**config.mk**
```make
export PLATFORM = sky130hd
export DESIGN_NAME = uart_frame_parser
export DESIGN_NICKNAME = d
export VERILOG_FILES = /design/src/rtl/uart_frame_pkg.sv /design/src/rtl/uart_frame_buf.sv /design/src/rtl/uart_frame_parser.sv
export SDC_FILE = /design/constraint.sdc
export NUM_CORES = 1
export LEC_CHECK = 0
export CAP_MARGIN = 15
export CORE_UTILIZATION = 40
export DETAILED_ROUTE_END_ITERATION = 6
export PLACE_DENSITY = 0.57
export SLEW_MARGIN = 30
export SYNTH_ARGS = -nofsm -noshare
export SYNTH_HDL_FRONTEND = slang
export SYNTH_HIERARCHICAL = 1
export SYNTH_SLANG_ARGS = --single-unit
```
**constraint.sdc**
```tcl
create_clock -name clk -period 2.8 [get_ports clk]
set_input_delay 0.42 -clock clk [delete_from_list [all_inputs] [get_ports clk]]
set_output_delay 0.42 -clock clk [all_outputs]
set_load 0.1 [all_outputs]
```
**src/rtl/uart_frame_pkg.sv**
```systemverilog
// Shared types and constants for the UART frame parser.
package uart_frame_pkg;

  typedef enum logic [2:0] {
    ST_IDLE,
    ST_LEN,
    ST_PAYLOAD,
    ST_CHK,
    ST_OUT
  } state_t;

  localparam logic [1:0] ERR_LEN = 2'd1;
  localparam logic [1:0] ERR_CHK = 2'd2;
  localparam logic [1:0] ERR_TMO = 2'd3;

  localparam logic [7:0] SOF_DEFAULT = 8'hA5;

endpackage

```
**src/rtl/uart_frame_buf.sv**
```systemverilog
// Payload buffer: DEPTH x 8 register array, one synchronous write port and
// one combinational read port. Out-of-range read addresses return zero.
module uart_frame_buf #(
  parameter int DEPTH = 16,
  parameter int IDX_W = 5
) (
  input  logic             clk,
  input  logic             we,
  input  logic [IDX_W-1:0] waddr,
  input  logic [7:0]       wdata,
  input  logic [IDX_W-1:0] raddr,
  output logic [7:0]       rdata
);

  logic [7:0] mem [DEPTH];

  // Write port: store the incoming payload byte at its slot.
  // NOTE: the array has no reset; stale contents are never read because the
  // parser only releases slots it wrote in the current frame. Non-blocking
  // assignments keep every register update on the same clock edge.
  always_ff @(posedge clk) begin
    for (int i = 0; i < DEPTH; i++) begin
      if (we && waddr == IDX_W'(i)) mem[i] <= wdata;
    end
  end

  // Read port: decode the address against every entry.
  // NOTE: rdata gets a default before the loop so no latch is inferred.
  always_comb begin
    rdata = '0;
    for (int i = 0; i < DEPTH; i++) begin
      if (raddr == IDX_W'(i)) rdata = mem[i];
    end
  end

endmodule

```
**src/rtl/uart_frame_parser.sv**
```systemverilog
// Extracts SOF/LEN/payload/CHK frames from a byte stream, validates the XOR
// checksum and releases good payloads on an AXI-Stream byte master.
module uart_frame_parser
  import uart_frame_pkg::*;
#(
  parameter int         MAX_LEN        = 16,
  parameter logic [7:0] SOF_BYTE       = SOF_DEFAULT,
  parameter int         TIMEOUT_CYCLES = 10000
) (
  input  logic       clk,
  input  logic       rst_n,
  input  logic [7:0] s_axis_tdata,
  input  logic       s_axis_tvalid,
  output logic [7:0] m_axis_tdata,
  output logic       m_axis_tvalid,
  input  logic       m_axis_tready,
  output logic       m_axis_tlast,
  output logic       frame_ok,
  output logic       frame_err,
  output logic [1:0] err_code,
  output logic       drop_pulse,
  output logic       busy
);

  localparam int         IDX_W     = $clog2(MAX_LEN + 1);
  localparam int         TMO_W     = $clog2(TIMEOUT_CYCLES + 1);
  localparam logic [7:0] MAX_LEN_B = 8'(MAX_LEN);

  state_t             state, state_n;
  logic [IDX_W-1:0]   len, len_n;
  logic [IDX_W-1:0]   wr_idx, wr_idx_n;
  logic [IDX_W-1:0]   rd_idx, rd_idx_n;
  logic [7:0]         chk, chk_n;
  logic [TMO_W-1:0]   tmo_cnt, tmo_cnt_n;
  logic               ok_n, err_n, drop_n;
  logic [1:0]         code_n;
  logic               buf_we;
  logic [7:0]         buf_rdata;

  uart_frame_buf #(
    .DEPTH(MAX_LEN),
    .IDX_W(IDX_W)
  ) u_buf (
    .clk  (clk),
    .we   (buf_we),
    .waddr(wr_idx),
    .wdata(s_axis_tdata),
    .raddr(rd_idx),
    .rdata(buf_rdata)
  );

  // Output stream is driven straight from the state and read index so that a
  // stalled beat stays stable until accepted; data is zero outside OUT.
  assign m_axis_tvalid = (state == ST_OUT);
  assign m_axis_tdata  = m_axis_tvalid ? buf_rdata : 8'h00;
  assign m_axis_tlast  = m_axis_tvalid && (rd_idx == len - IDX_W'(1));
  assign busy          = (state != ST_IDLE);

  // Next-state, datapath and pulse decode for the frame FSM.
  always_comb begin
    state_n   = state;
    len_n     = len;
    wr_idx_n  = wr_idx;
    rd_idx_n  = rd_idx;
    chk_n     = chk;
    tmo_cnt_n = '0;
    ok_n      = 1'b0;
    err_n     = 1'b0;
    code_n    = 2'd0;
    drop_n    = 1'b0;
    buf_we    = 1'b0;

    // An idle cycle inside a frame advances the timeout; a byte always wins.
    if (state inside {ST_LEN, ST_PAYLOAD, ST_CHK} && !s_axis_tvalid) begin
      if (tmo_cnt == TMO_W'(TIMEOUT_CYCLES - 1)) begin
        state_n = ST_IDLE;
        err_n   = 1'b1;
        code_n  = ERR_TMO;
      end else begin
        tmo_cnt_n = tmo_cnt + TMO_W'(1);
      end
    end

    case (state)
      ST_IDLE: begin
        if (s_axis_tvalid && s_axis_tdata == SOF_BYTE) state_n = ST_LEN;
      end
      ST_LEN: begin
        if (s_axis_tvalid) begin
          if (s_axis_tdata == 8'h00 || s_axis_tdata > MAX_LEN_B) begin
            state_n = ST_IDLE;
            err_n   = 1'b1;
            code_n  = ERR_LEN;
          end else begin
            len_n    = s_axis_tdata[IDX_W-1:0];
            chk_n    = s_axis_tdata;
            wr_idx_n = '0;
            state_n  = ST_PAYLOAD;
          end
        end
      end
      ST_PAYLOAD: begin
        if (s_axis_tvalid) begin
          buf_we   = 1'b1;
          chk_n    = chk ^ s_axis_tdata;
          wr_idx_n = wr_idx + IDX_W'(1);
          if (wr_idx + IDX_W'(1) == len) state_n = ST_CHK;
        end
      end
      ST_CHK: begin
        if (s_axis_tvalid) begin
          if (s_axis_tdata == chk) begin
            ok_n     = 1'b1;
            rd_idx_n = '0;
            state_n  = ST_OUT;
          end else begin
            err_n   = 1'b1;
            code_n  = ERR_CHK;
            state_n = ST_IDLE;
          end
        end
      end
      ST_OUT: begin
        drop_n = s_axis_tvalid;
        if (m_axis_tready) begin
          if (m_axis_tlast) begin
            rd_idx_n = '0;
            state_n  = ST_IDLE;
          end else begin
            rd_idx_n = rd_idx + IDX_W'(1);
          end
        end
      end
      default: state_n = ST_IDLE;
    endcase
  end

  // State, counters, checksum and registered status pulses.
  always_ff @(posedge clk or negedge rst_n) begin
    if (!rst_n) begin
      state      <= ST_IDLE;
      len        <= '0;
      wr_idx     <= '0;
      rd_idx     <= '0;
      chk        <= '0;
      tmo_cnt    <= '0;
      frame_ok   <= 1'b0;
      frame_err  <= 1'b0;
      err_code   <= 2'd0;
      drop_pulse <= 1'b0;
    end else begin
      state      <= state_n;
      len        <= len_n;
      wr_idx     <= wr_idx_n;
      rd_idx     <= rd_idx_n;
      chk        <= chk_n;
      tmo_cnt    <= tmo_cnt_n;
      frame_ok   <= ok_n;
      frame_err  <= err_n;
      err_code   <= code_n;
      drop_pulse <= drop_n;
    end
  end

endmodule

```
# After elaboration in Yosys (flattened, before gate mapping)
# Memories as Yosys holds them, arrays and structs flattened.
# Cells that the tools add are included.
# word_totals
mem_bits_rw	128
in_bits	12
register_bits	45
output_inout_bits	16
mem_count	1
# memory_table
memory	words	word_bits	read_ports	rd_ports_with_merged_regs	wr	line	source
u_buf.mem	16	8	16	0	1	uart_frame_buf.sv:15	logic [7:0] mem [DEPTH];
# op_classes
bitwise	2
muxes	141
n_eq_ne	45
order_cmp	1
n_addsub	4
n_reduce_logical	47
# ops
op	count
8-bit two-way mux	35
8-bit OR reduction	15
5-bit by 4-bit equality test with 1-bit output, second input constant	16
4-bit two-way mux	15
1-bit two-way mux	59
5-bit by 3-bit equality test with 1-bit output, second input constant	8
5-bit two-way mux	7
3-bit two-way mux	10
14-bit two-way mux	2
5-bit by 2-bit equality test with 1-bit output, second input constant	4
5-bit case mux with 2 select lines	2
1-bit logical AND	19
8-bit case mux with 2 select lines	1
3-bit case mux with 5 select lines	1
14-bit by 1-bit adder with 14-bit output, second input constant	1
14-bit equality test, second input constant	1
2-bit two-way mux	7
5-bit by 1-bit adder with 5-bit output, second input constant	2
5-bit by 1-bit equality test with 1-bit output, second input constant	2
5-bit equality test	2
5-bit zero test	2
8-bit equality test	1
8-bit equality test, second input constant	1
8-bit by 5-bit greater-than comparator with 1-bit output, second input constant	1
18 further kinds	26

# Longest topological paths before layout
# logic_depth
depth_word	21
ltp_mapped	9

# Modules after synthesis
# Netlist, hierarchy kept.
# by_module_without_submodules
module	area_per_inst_um2	seq_area_each_um2	instances	cells_each
uart_frame_buf	5611.6	3843.7	1	373
uart_frame_parser	2497.4	1126.1	1	266

# Worst setup path after synthesis
# No wires, ideal clock.
# synth_path
kind	register to register
from	register state[1]
to	memory u_buf.mem[2][0] (netlist: u_buf/mem[0][16]) (enable)
arrival_time_ns	2.507
setup_ns	0.383
period_less_slack_ns	2.891
stages_incl_launch_ff	9
path_slack_ns	-0.091
path_cell_list	dfrtp_1 > buf_2 > nor3b_1 > nand2_1 > clkinv_1 > buf_2 > nand2b_1 > or3b_2 > nor3_1
# synth_between
elab_chain_len	21
word_cells_on_any_way	95
classes_between	1 x eq/ne; 63 x mux; 31 x reduce/logical
# synth_lines
item	line	source
start: declaration	uart_frame_parser.sv:29	state_t state, state_n;
start signal: assignment	uart_frame_parser.sv:152	state <= state_n;
3-bit by 2-bit equality test with 1-bit output *	uart_frame_parser.sv:84	case (state)
1-bit two-way mux *	uart_frame_parser.sv:84	
named net buf_we	uart_frame_parser.sv:37	logic buf_we;
1-bit logical AND	uart_frame_buf.sv:23	if (we && waddr == IDX_W'(i)) mem[i] <= wdata;
1-bit two-way mux	uart_frame_buf.sv:23	
1-bit two-way mux (implied by the code)	uart_frame_buf.sv:23	
8-bit OR reduction (no line)	n/a	
4-bit two-way mux (no line) or 1-bit two-way mux (tied branches) (15 in a row)	n/a	
end: declaration	uart_frame_buf.sv:15	
# The timed path passes the listed nets; every way through them passes the cells marked *.

# Final worst setup path
# layout_path
from	register rd_idx[1]
to	output m_axis_tdata[2]
# layout_between
elab_chain_len	18
word_cells_on_any_way	33
classes_between	15 x eq/ne; 17 x mux; 1 x reduce/logical
# layout_lines
item	line	source
start: declaration	uart_frame_parser.sv:32	logic [IDX_W-1:0] rd_idx, rd_idx_n;
start signal: assignment	uart_frame_parser.sv:155	rd_idx <= rd_idx_n;
5-bit zero test	uart_frame_buf.sv:32	if (raddr == IDX_W'(i)) rdata = mem[i];
8-bit two-way mux (15 in a row)	uart_frame_buf.sv:32	
8-bit two-way mux *	uart_frame_buf.sv:32	
named net buf_rdata[2]	uart_frame_parser.sv:38	logic [7:0] buf_rdata;
8-bit two-way mux *	uart_frame_parser.sv:55	assign m_axis_tdata = m_axis_tvalid ? buf_rdata : 8'h00;
end: declaration	uart_frame_parser.sv:14	output logic [7:0] m_axis_tdata,
# Marked as above.

==> run summary <==
outcome = finished, violations left
failing checks = setup timing
Crit Path Class = reg -> out
Syn Std Cell Area = 8110 um2
PwrDens = 912 nW/um2
Slew Limit Fails = 0
Hold Slack = 0.00755 ns
IO Pins = 28
ant diodes = 0
largest net degree at the start of global routing = 27
crit path from = rd_idx[1]$_DFFE_PN0P_
GRT Total Usage = 0.225
final period utilization = 1.04
Avg Inst Size Synth = 12.7 um2
Worst Setup EP = m_axis_tdata[2]
IO buf count = 27
Vias = 5831
Worst R2R Start = state[1]$_DFF_PN0_
CTS H-tree lvls = 4
Die Area = 20800 um2
DRT Wirelength = 22300 um
Least-Margin Pin Slew = 0.640 ns
worst-case clock buffer depth = 2
Tmin final = 2.91 ns
fmax = 0.344 GHz
Core Util, Final = 0.524
Placement Setup Slack = 0.204 ns
std cell rows = 51
setup ws final = -0.108 ns
crit path launch type = flip-flop
initial drt markers = 480
die height = 144 um
ys async rst share = 0.260
P_leak = 3.77 nW
CTS tree = done
Hold-fix buffers, CTS = 0
share of layout cells above drive strength 1 = 0.294
VDD IR-drop max = 0.609 mV
worst reg2reg endpoint = u_buf/mem[0][19]$_DFFE_PP_
CP Capture Type = output port
initial antenna violation count = 0
routed vias/inst = 5.72
reg-to-reg setup timing slack = 0.44 ns
gp weighted congestion = 0.849
path depth of the worst reg2reg path = 8
Hold Vio Cnt, Final = 0
TritonRoute pass-1 iters = 6
Sink Count = 173
Yosys Warn Count = 6
effective utilization at floorplan = 0.413
RSZ-0062 raised after global routing = true
TritonCTS buffer count = 17
max_cap viols = 0
Final Skew = 0.00537 ns
Final HPWL DP = 14900 um
synthesized instance count = 639
nets@finish = 758
Distinct cells, synth = 90
die width = 144 um
Slew Limit Headroom = 0.574
CP Max Fanout = 6
non-filler cells, final = 1020
Seq/Total Area, Yosys = 0.613
Core Region = 19700 um2
synthesis-to-layout area growth = 27.0%
number of global-route vias before repair = 5795
worst hold path type = in -> async
number of synthesized register bits = 173
dpl cells = 964
Clock Pin Slew Worst Setup and Hold Paths = 0.06 ns
drt wl/cell = 21.9 um
Setup violations, final = 8
Post-synth top flop = edfxtp_1
first-pass GRT wire length = 33700 um
Syn Nets = 655
Worst EP arrival = 2.49 ns
drt drc = 0
CTS root buf = clkbuf_16
gr ovfl total = 0
antenna-violating nets left = 0
Clk Latency, worst-skew pair = 0.43 ns
Tot Pwr = 9.40 mW
Post-synth EDFFs = 128
CP required = 2.38 ns
-- cells in the mapped netlist, types with 5 or more instances --
master / instances / share of area
edfxtp_1: 128 / 0.47
nand2_1: 47 / 0.022
dfrtp_1: 45 / 0.14
nor2_1: 36 / 0.017
a21oi_1: 28 / 0.017
o21ai_0: 28 / 0.017
xor2_1: 26 / 0.028
nor3_1: 25 / 0.015
nand3_1: 22 / 0.014
and3_1: 16 / 0.012
mux2i_1: 13 / 0.016
nor2b_1: 12 / 0.0093
xnor2_1: 11 / 0.012
a22o_1: 10 / 0.011
buf_2: 9 / 0.0056
o22ai_1: 9 / 0.0069
inv_1: 8 / 0.0037
nand2b_1: 8 / 0.0062
or3_1: 8 / 0.0062
a311oi_1: 6 / 0.0065
nor4_1: 6 / 0.0046
buf_4: 5 / 0.0046
buf_6: 5 / 0.0069
o21a_1: 5 / 0.0046
o31ai_1: 5 / 0.0046
-- routing by layer --
metal | GRT usage | part of all wire | routed length [um]
met5 | 0 | 0 | 0
met2 | 0.375 | 0.49 | 10900
met3 | 0.0421 | 0.063 | 1420
met4 | 0.0848 | 0.028 | 630
met1 | 0.292 | 0.42 | 9360
-- layout by cell type, fill, tap and decap left out, types with 17 or more instances in the layout --
master     count
clkbuf_16     17
nand2_1       46
o21ai_0       22
dfrtp_1       42
buf_4         76
nand3_1       21
a21oi_1       23
nor2_1        35
edfxtp_1     128
nor3_1        18
xor2_1        26
buf_12        17
-- area by class of cell --
cell class	count	area [um2]
Sequential cell	173	4970
Timing Repair Buffer	112	1130
Multi-Input combinational cell	429	3170
Inverter	9	33.8
Clock inverter	15	234
Tap cell	265	332
Clock buffer	17	425
Fill cell	1717	9350
-- registers in the layout (all words and copies together) (netlist names) --
signal      count
u_buf/mem     128
tmo_cnt        14
chk             8
len             5
rd_idx          5
wr_idx          5
state           3
err_code        2
drop_pulse      1
frame_err       1
frame_ok        1
-- worst min-delay path by stage --
stage | start | endpoint | slack, ns | cells past startpoint
final | rst_n | chk[2]$_DFFE_PN0P_ | 0.008 | 1
after CTS | rst_n | chk[2]$_DFFE_PN0P_ | 0.02 | 1
after global placement | rst_n | chk[2]$_DFFE_PN0P_ | 0.48 | 1
after global routing | rst_n | tmo_cnt[10]$_DFF_PN0_ | 0.04 | 1
after floorplan | rst_n | chk[0]$_DFFE_PN0P_ | 0.12 | 0
after detailed placement | rst_n | chk[2]$_DFFE_PN0P_ | 0.48 | 1
-- metrics by stage --
stage	TNS, ns	cell area (um2)
final	-0.717	10300
after global routing	-1.41	10300
after CTS	-0.927	10100
after detailed placement	0	9100
after global placement	0	9100
after floorplan	0	8110
-- power by group --
part / leakage [nW] / switching (mW) / total, mW / internal [mW]
combinational: 1.71 / 2.18 / 3.88 / 1.71
sequential: 1.74 / 0.0766 / 2.88 / 2.81
clock: 0.318 / 1.03 / 2.63 / 1.60
-- repair_timing --
item / CTS / global route
setup endpoints to repair: 8 / 9
gates resized for setup: 40 / 34
buffers inserted: 19 / 6
cloned: 1 / 0
pin swaps: 17 / 9
-- critical path: stages (launching register included) --
cell and delay [ns]:
dfrtp_2 0.45, buf_4 0.17, nand2b_1 0.11, buf_4 0.19
nor2_4 0.06, buf_4 0.13, a221oi_2 0.34, a21oi_2 0.08
o21a_1 0.18, and3_4 0.17, buf_12 0.16
-- cells by family after synthesis --
group	Yosys count	synth area share
compound gates	141	0.126
fa+ha+maj	4	0.00617
simple gates	231	0.161
flops	173	0.613
mux	16	0.0225
buf+inv	37	0.0313
xor+xnor	37	0.0400
Note: power is estimated with default switching activity, not from simulation.
